## config.mk

```make
export PLATFORM = sky130hd
export DESIGN_NAME = axis_fifo
export DESIGN_NICKNAME = d
export VERILOG_FILES = /design/src/rtl/axis_fifo.sv
export SDC_FILE = /design/constraint.sdc
export NUM_CORES = 1
export LEC_CHECK = 0
export CORE_ASPECT_RATIO = 0.7
export CORE_MARGIN = 3
export CORE_UTILIZATION = 45
export CTS_CLUSTER_DIAMETER = 200
export DETAILED_ROUTE_END_ITERATION = 8
export GPL_TIMING_DRIVEN = 1
export PLACE_DENSITY = 0.68
export SLEW_MARGIN = 20
export SYNTH_ARGS = -nofsm -noshare
export SYNTH_HDL_FRONTEND = slang
export SYNTH_SLANG_ARGS = --single-unit
```

## constraint.sdc

```tcl
create_clock -name clk -period 11.92 [get_ports clk]
set_input_delay 2.384 -clock clk [delete_from_list [all_inputs] [get_ports clk]]
set_output_delay 2.384 -clock clk [all_outputs]
set_load 0.05 [all_outputs]
```

## src/rtl/axis_fifo.sv

```systemverilog
// rtl/axis_fifo.sv - synchronous AXI-Stream FIFO with single-cycle flush
//
// Purpose: buffers TDATA_WIDTH-bit stream words between fetch and decode.
// The FIFO keeps strict order and never bypasses storage combinationally.
// A pipeline redirect (invalidate) discards all contents in one cycle.
// Optional feature macro: AXIS_FIFO_LEVEL_EN adds the `level` occupancy output.
//
// Ports:
//   clk         clock, all state on the rising edge
//   rst         synchronous active-high reset
//   sif_tvalid  upstream word valid
//   sif_tdata   upstream word
//   sif_tready  FIFO accepts a word this cycle
//   mif_tvalid  head word valid
//   mif_tdata   head word (don't-care while mif_tvalid=0)
//   mif_tready  downstream accepts the head word
//   invalidate  flush all buffered words
//   level       occupancy 0..DEPTH (AXIS_FIFO_LEVEL_EN only)

module axis_fifo #(
  parameter int TDATA_WIDTH = 32,
  parameter int DEPTH       = 4
) (
  input  logic                     clk,
  input  logic                     rst,
  input  logic                     sif_tvalid,
  input  logic [TDATA_WIDTH-1:0]   sif_tdata,
  output logic                     sif_tready,
  output logic                     mif_tvalid,
  output logic [TDATA_WIDTH-1:0]   mif_tdata,
  input  logic                     mif_tready,
`ifdef AXIS_FIFO_LEVEL_EN
  input  logic                     invalidate,
  output logic [$clog2(DEPTH):0]   level
`else
  input  logic                     invalidate
`endif
);

  // Pointer width carries one extra wrap bit above the storage index.
  localparam int AW = $clog2(DEPTH);
  localparam int PW = AW + 1;

  generate
    if ((DEPTH < 2) || ((DEPTH & (DEPTH - 1)) != 0)) begin : g_bad_depth
      $error("axis_fifo: DEPTH must be a power of two and at least 2");
    end
  endgenerate

  logic [TDATA_WIDTH-1:0] mem_q [DEPTH];
  logic [PW-1:0]          wptr_q, wptr_d;
  logic [PW-1:0]          rptr_q, rptr_d;

  logic empty;
  logic full;
  logic push;
  logic pop;

  assign empty = (wptr_q == rptr_q);
  // Same slot, different lap: the writer is a full ring ahead of the reader.
  assign full  = (wptr_q[AW-1:0] == rptr_q[AW-1:0]) && (wptr_q[PW-1] != rptr_q[PW-1]);

  // Readiness is deliberately independent of mif_tready, so a full FIFO
  // refuses a push even in a cycle where the head is popped.
  assign sif_tready = !full  && !invalidate && !rst;
  assign mif_tvalid = !empty && !invalidate && !rst;
  assign mif_tdata  = mem_q[rptr_q[AW-1:0]];

  assign push = sif_tvalid && sif_tready;
  assign pop  = mif_tvalid && mif_tready;

  always_comb begin
    wptr_d = wptr_q;
    rptr_d = rptr_q;
    if (push) begin
      wptr_d = wptr_q + PW'(1);
    end
    // push/pop are already forced low by invalidate, so flushing is simply
    // snapping the reader onto the writer.
    if (invalidate) begin
      rptr_d = wptr_q;
    end else if (pop) begin
      rptr_d = rptr_q + PW'(1);
    end
  end

  always_ff @(posedge clk) begin
    if (rst) begin
      wptr_q <= '0;
      rptr_q <= '0;
    end else begin
      wptr_q <= wptr_d;
      rptr_q <= rptr_d;
    end
  end

  // Storage is not reset; push is already gated by rst and invalidate.
  always_ff @(posedge clk) begin
    if (push) begin
      mem_q[wptr_q[AW-1:0]] <= sif_tdata;
    end
  end

`ifdef AXIS_FIFO_LEVEL_EN
  // Modulo-2*DEPTH difference yields 0..DEPTH directly from the pointers.
  assign level = wptr_q - rptr_q;
`endif

endmodule

```

# [After elaboration in Yosys (flattened, before gate mapping)]
# Memories as Yosys holds them, arrays and structs flattened. A register that Yosys moved wholly into a read port is not among the register bits.
# Index checks and enable logic that the tools add are counted.
[word_totals] regBits=6 mem_bits_rw=128 inputBits=37 out_inout_bits=34 elab_cells=26 n_memories=1
[mem_list] memory="mem_q" depth=4 word_bits=32 read_ports=1 rd_ports_with_merged_regs=1 wr=1 line_no="50" text="logic [TDATA_WIDTH-1:0] mem_q [DEPTH];"
[classes] addsub=2 eq_ne=3 muxes=6 n_reduce_logical=12
[ops] op="$logic_and 1x1->1" n=7
[ops] op="$add 3x1->3 const B" n=2
[ops] op="$mux 3" n=2
[ops] op="$logic_not 1->1" n=4
[ops] op="$mux 2" n=2
[ops] op="$eq 3x3->1" n=1
[ops] op="$eq 2x2->1" n=1
[ops] op="$mux 1" n=2
[ops] op="$reduce_bool 2->1" n=1
[ops] op="$ne 1x1->1" n=1

# [Longest topological paths before layout]
[depth] depth_word=9 ltp_mapped=5 mapped_depth_nobuf=5

# [Least setup slack after synthesis]
# OpenSTA, ideal clock, no wires.
[synth_path] path_kind="input-to-output" startpoint="input invalidate" endpoint="output sif_tready" arrival_ns=3.898 required_ns=9.536 path_slack_ns=5.638 path_stages=2 n_path_buf=1 path_cell_list="clkbuf_1 a311oi_1"
[synth_via] elab_chain_cells=3
[synth_lines] element="start: declaration" line_no="36" text="input logic invalidate"
[synth_lines] element="$logic_not 1->1" line_no="65" text="assign sif_tready = !full && !invalidate && !rst;"
[synth_lines] element="$logic_and 1x1->1 (2 in series)" line_no="65"
[synth_lines] element="end: declaration" line_no="28" text="output logic sif_tready,"
# No other way between the ends.

# [Worst setup path after layout]
[layout_path] startpoint="input rst" endpoint="output sif_tready"
[layout_via] elab_chain_cells=2
[layout_lines] element="start: declaration" line_no="25" text="input logic rst,"
[layout_lines] element="$logic_not 1->1" line_no="65"
[layout_lines] element="$logic_and 1x1->1" line_no="65"
# No other way between the ends.

==> out/summary.md <==
* **run status** finished, final reports clean
* **pre-CTS setup slack** 5.15 ns
* **post-CTS setup buffer count** 0
* **number of global-route vias before repair** 2,589
* **xor and xnor fraction of the mapped netlist area** 1.03%
* **fraction of the yosys area taken by sequential cells** 78.8%
* **number of cells in the design after placement** 434
* **stage delay of the slowest cell on the critical path** 0.90 ns
* **highest net fanout along the worst path** 11
* **total die area** 12,600 um2
* **final critical-path share of the clock period** 57.1%
* **critical setup path kind** input pin to primary output
* **die boundary width** 133 um
* **startpoint types** input pin
* **source of the worst hold timing path** wptr_q[2]
* **total via count in the routed design** 2,448
* **top-area cell type share of the netlist area** 75.6%
* **worst setup margin** 5.12 ns
* **routability-driven placement congestion ratio** 0.726
* **endpoint of the worst hold-timing path** wptr_q[2]
* **hold crit path type** flip-flop to flip-flop
* **cell type with the largest total area after synthesis** edfxtp_1
* **number of buffers added to fix hold violations after cts** 0
* **most used cells in the layout excluding fill and tap cells** 128 x edfxtp_1, 70 x clkdlybuf4s50_1, 32 x mux4_2, 17 x clkbuf_16
* **Clock Tree Buf Depth** 2
* **final hold vios** 0
* **setup repair after global routing missed its margin** false
* **vertical die dimension** 94.9 um
* **Cell variety after synth** 26
* **r2r endpoint** mem_q[0][6]
* **TritonCTS clock tree** done
* **Worst IR Drop VDD** 0.000107 V
* **initial core utilization** 47.6%
* **Worst slew margin** 40.6%
* **post-layout minimum cycle time** 6.80 ns
* **P_leak** 0.00213 uW
* **Max Clock Skew** 0.00394 ns
* **pwr/cell area** 187 nW/um2
* **synth warn** 0
* **reg2reg path depth** 3
* **required time at the worst-slack endpoint** 9.54 ns
* **Clk Latency, worst-skew pair** 0.40 ns
* **MaxCap Viol Count** 0
* **number of remaining DRC errors** 0
* **initial detailed-routing violation count** 208
* **input/output buffers** 70
* **overall power after layout** 1230 uW
* **Clock Sinks** 136
* **most repeated library cell on the critical path** clkdlybuf4s50_1
* **# IOs** 71
* **Net count, final** 347
* **register-to-register path setup slack** 9.46 ns
* **routed wire length** 9.31 mm
* **HPWL after detailed placement** 5.32 mm
* **number of routed nets with antenna violations** 0
* **Max Clock Freq** 147 MHz
* **Area Overhead vs Synth** 30.1%
* **FP Rows** 31
* **Cells after Synth** 223
* **TritonCTS buffer count** 17
* **mean number of vias per cell** 5.25
* **measured slew at the worst slew-check pin** 0.891 ns
* **mean instance size in the synthesized netlist** 22.8 um2
* **global-route wire length before repair** 14.4 mm
* **Mapped Nets** 265
* **antenna violations before repair** 0
* **Setup crit end kind** primary output
* **most common cell after layout, fill and taps aside** edfxtp_1
* **fraction of final layout cells with drive strength greater than 1** 21.7%
* **cell-by-cell trace of the critical path** clkdlybuf4s50_1, a311oi_1, clkdlybuf4s50_1
* **Final Max Slew Viols** 0
* **count of buffer and inverter cells on the critical path** 2
* **mux contribution to synthesized area** 14.4%
* **antenna diode count** 0
* **largest net degree at the start of global routing** 33
* **Hold Path Stages** 2
* **Clock Root Buffer** clkbuf_16
* **Remaining Overflow, GRT** 0
* **average detailed-routed wire length per instance** 20.0 um
* **largest family of logic cells by synthesized area** multiplexers
* **post-cts gate resize count** 0
* **first drt pass iteration count** 4
* **setup_tns** 0 ns
* **Fill cells** 745
* **Mapped Area** 5080 um2
* **final-report setup violation count** 0
* **top cells by area in the synthesized netlist** edfxtp_1 76%, mux4_2 14%, dfxtp_1 3.2%, ha_1 1.2%, xnor2_1 0.69%
* **Worst path slowest cell** clkdlybuf4s50_1
* **Clock Pin Slew Worst Setup and Hold Paths** 0.06 ns
* **Finished Layout Cells** 466
* **H-tree depth** 4
* **WP data arrival** 4.42 ns
* **Simple-Gate Fraction of Synth Area** 1.11%
* **Synth Area in Adders** 1.23%
* **worst r2r src** wptr_q[1]
* **cell family with most CP delay** buffers and inverters
* **number of register bits inferred by synthesis** 136
* **Core Box Area** 10,700 um2
* **GRT Resource Usage Total** 15.8%
* **compound-gate portion of the synthesized area** 2.29%
-- metrics by stage --
stage	utilization, %	cell area (um2)	hold slack (ns)
2_1_floorplan	-	5080	0.507
4_1_cts	62.0	6610	0.564
6_report	62.0	6610	0.559
3_3_place_gp	55.8	5960	0.538
5_1_grt	62.0	6610	0.622
3_5_place_dp	55.8	5960	0.553
-- per-layer routing --
| layer | vias up | share of wire [%] | track usage, % |
|---|---|---|---|
| li1 | 1103 | - | - |
| met1 | 1262 | 46 | 21.7 |
| met2 | 78 | 48 | 23.8 |
| met3 | 5 | 5.9 | 6.39 |
| met4 | 0 | 0.53 | 3.89 |
| met5 | - | 0 | 0 |
-- worst max-delay path by stage --
stage | from | end | slack [ns] | depth (start not counted)
after floorplan | invalidate | sif_tready | 5.64 | 2
after CTS | rst | sif_tready | 5.13 | 3
final | rst | sif_tready | 5.12 | 3
after global routing | rst | sif_tready | 5.01 | 3
after global placement | rst | sif_tready | 5.15 | 3
after detailed placement | rst | sif_tready | 5.15 | 3
-- worst register-to-register path: cells and delay by family, from the launching register on --
kind             cells  cell delay (ns)
AO/OA/AOI/OAI        1             0.54
XOR/XNOR             1             0.22
flip-flops           1             0.43
AND/OR/NAND/NOR      1             0.87
-- power by group --
part / leakage [uW] / switching (uW) / total (uW) / internal, uW
Sequential: 0.00122 / 9.03 / 540 / 531
Clock: 0.000316 / 186 / 575 / 389
Combinational: 0.000589 / 69.3 / 120 / 50.3
Total: 0.00213 / 264 / 1230 / 970
-- cell type report --
type	count	area [um2]	area share, %
inverters	6	22.5	0.341
clock inverters	15	230	3.48
repair buffers	72	716	10.8
clock buffers	17	425	6.43
well taps	148	185	2.80
multi-input cells	72	1030	15.5
flip-flops and latches	136	4010	60.6
-- logic make-up after synthesis --
family / count (synthesis)
muxes: 33
buffers and inverters: 15
and+or+nand+nor: 11
DFF: 136
adders and majority gates: 5
xor gates and xnor gates: 6
AOI/OAI and AO/OA: 17
-- flip-flops by register name, summed over array words and instances, names as in the netlist, named ones only --
| signal | count |
|---|---|
| mem_q | 128 |
| rptr_q | 3 |
| wptr_q | 3 |
-- synthesized netlist by cell type --
| master | n |
|---|---|
| a41oi_1 | 1 |
| buf_1 | 2 |
| nor3_1 | 2 |
| clkbuf_1 | 4 |
| dfxtp_1 | 8 |
| inv_1 | 6 |
| nand2_1 | 1 |
| a22oi_1 | 1 |
| mux2i_1 | 1 |
| a311oi_1 | 1 |
| o21a_1 | 1 |
| xor2_1 | 2 |
| buf_2 | 3 |
| nor2_1 | 3 |
| mux4_2 | 32 |
| o21ai_0 | 2 |
| edfxtp_1 | 128 |
| ha_1 | 5 |
| a221oi_1 | 2 |
| xnor2_1 | 4 |
| and3_1 | 4 |
| or3_1 | 1 |
| a2111oi_0 | 1 |
| a21oi_1 | 5 |
| a31oi_1 | 2 |
| a311o_1 | 1 |
No activity file was read; power rests on OpenSTA's default activity.
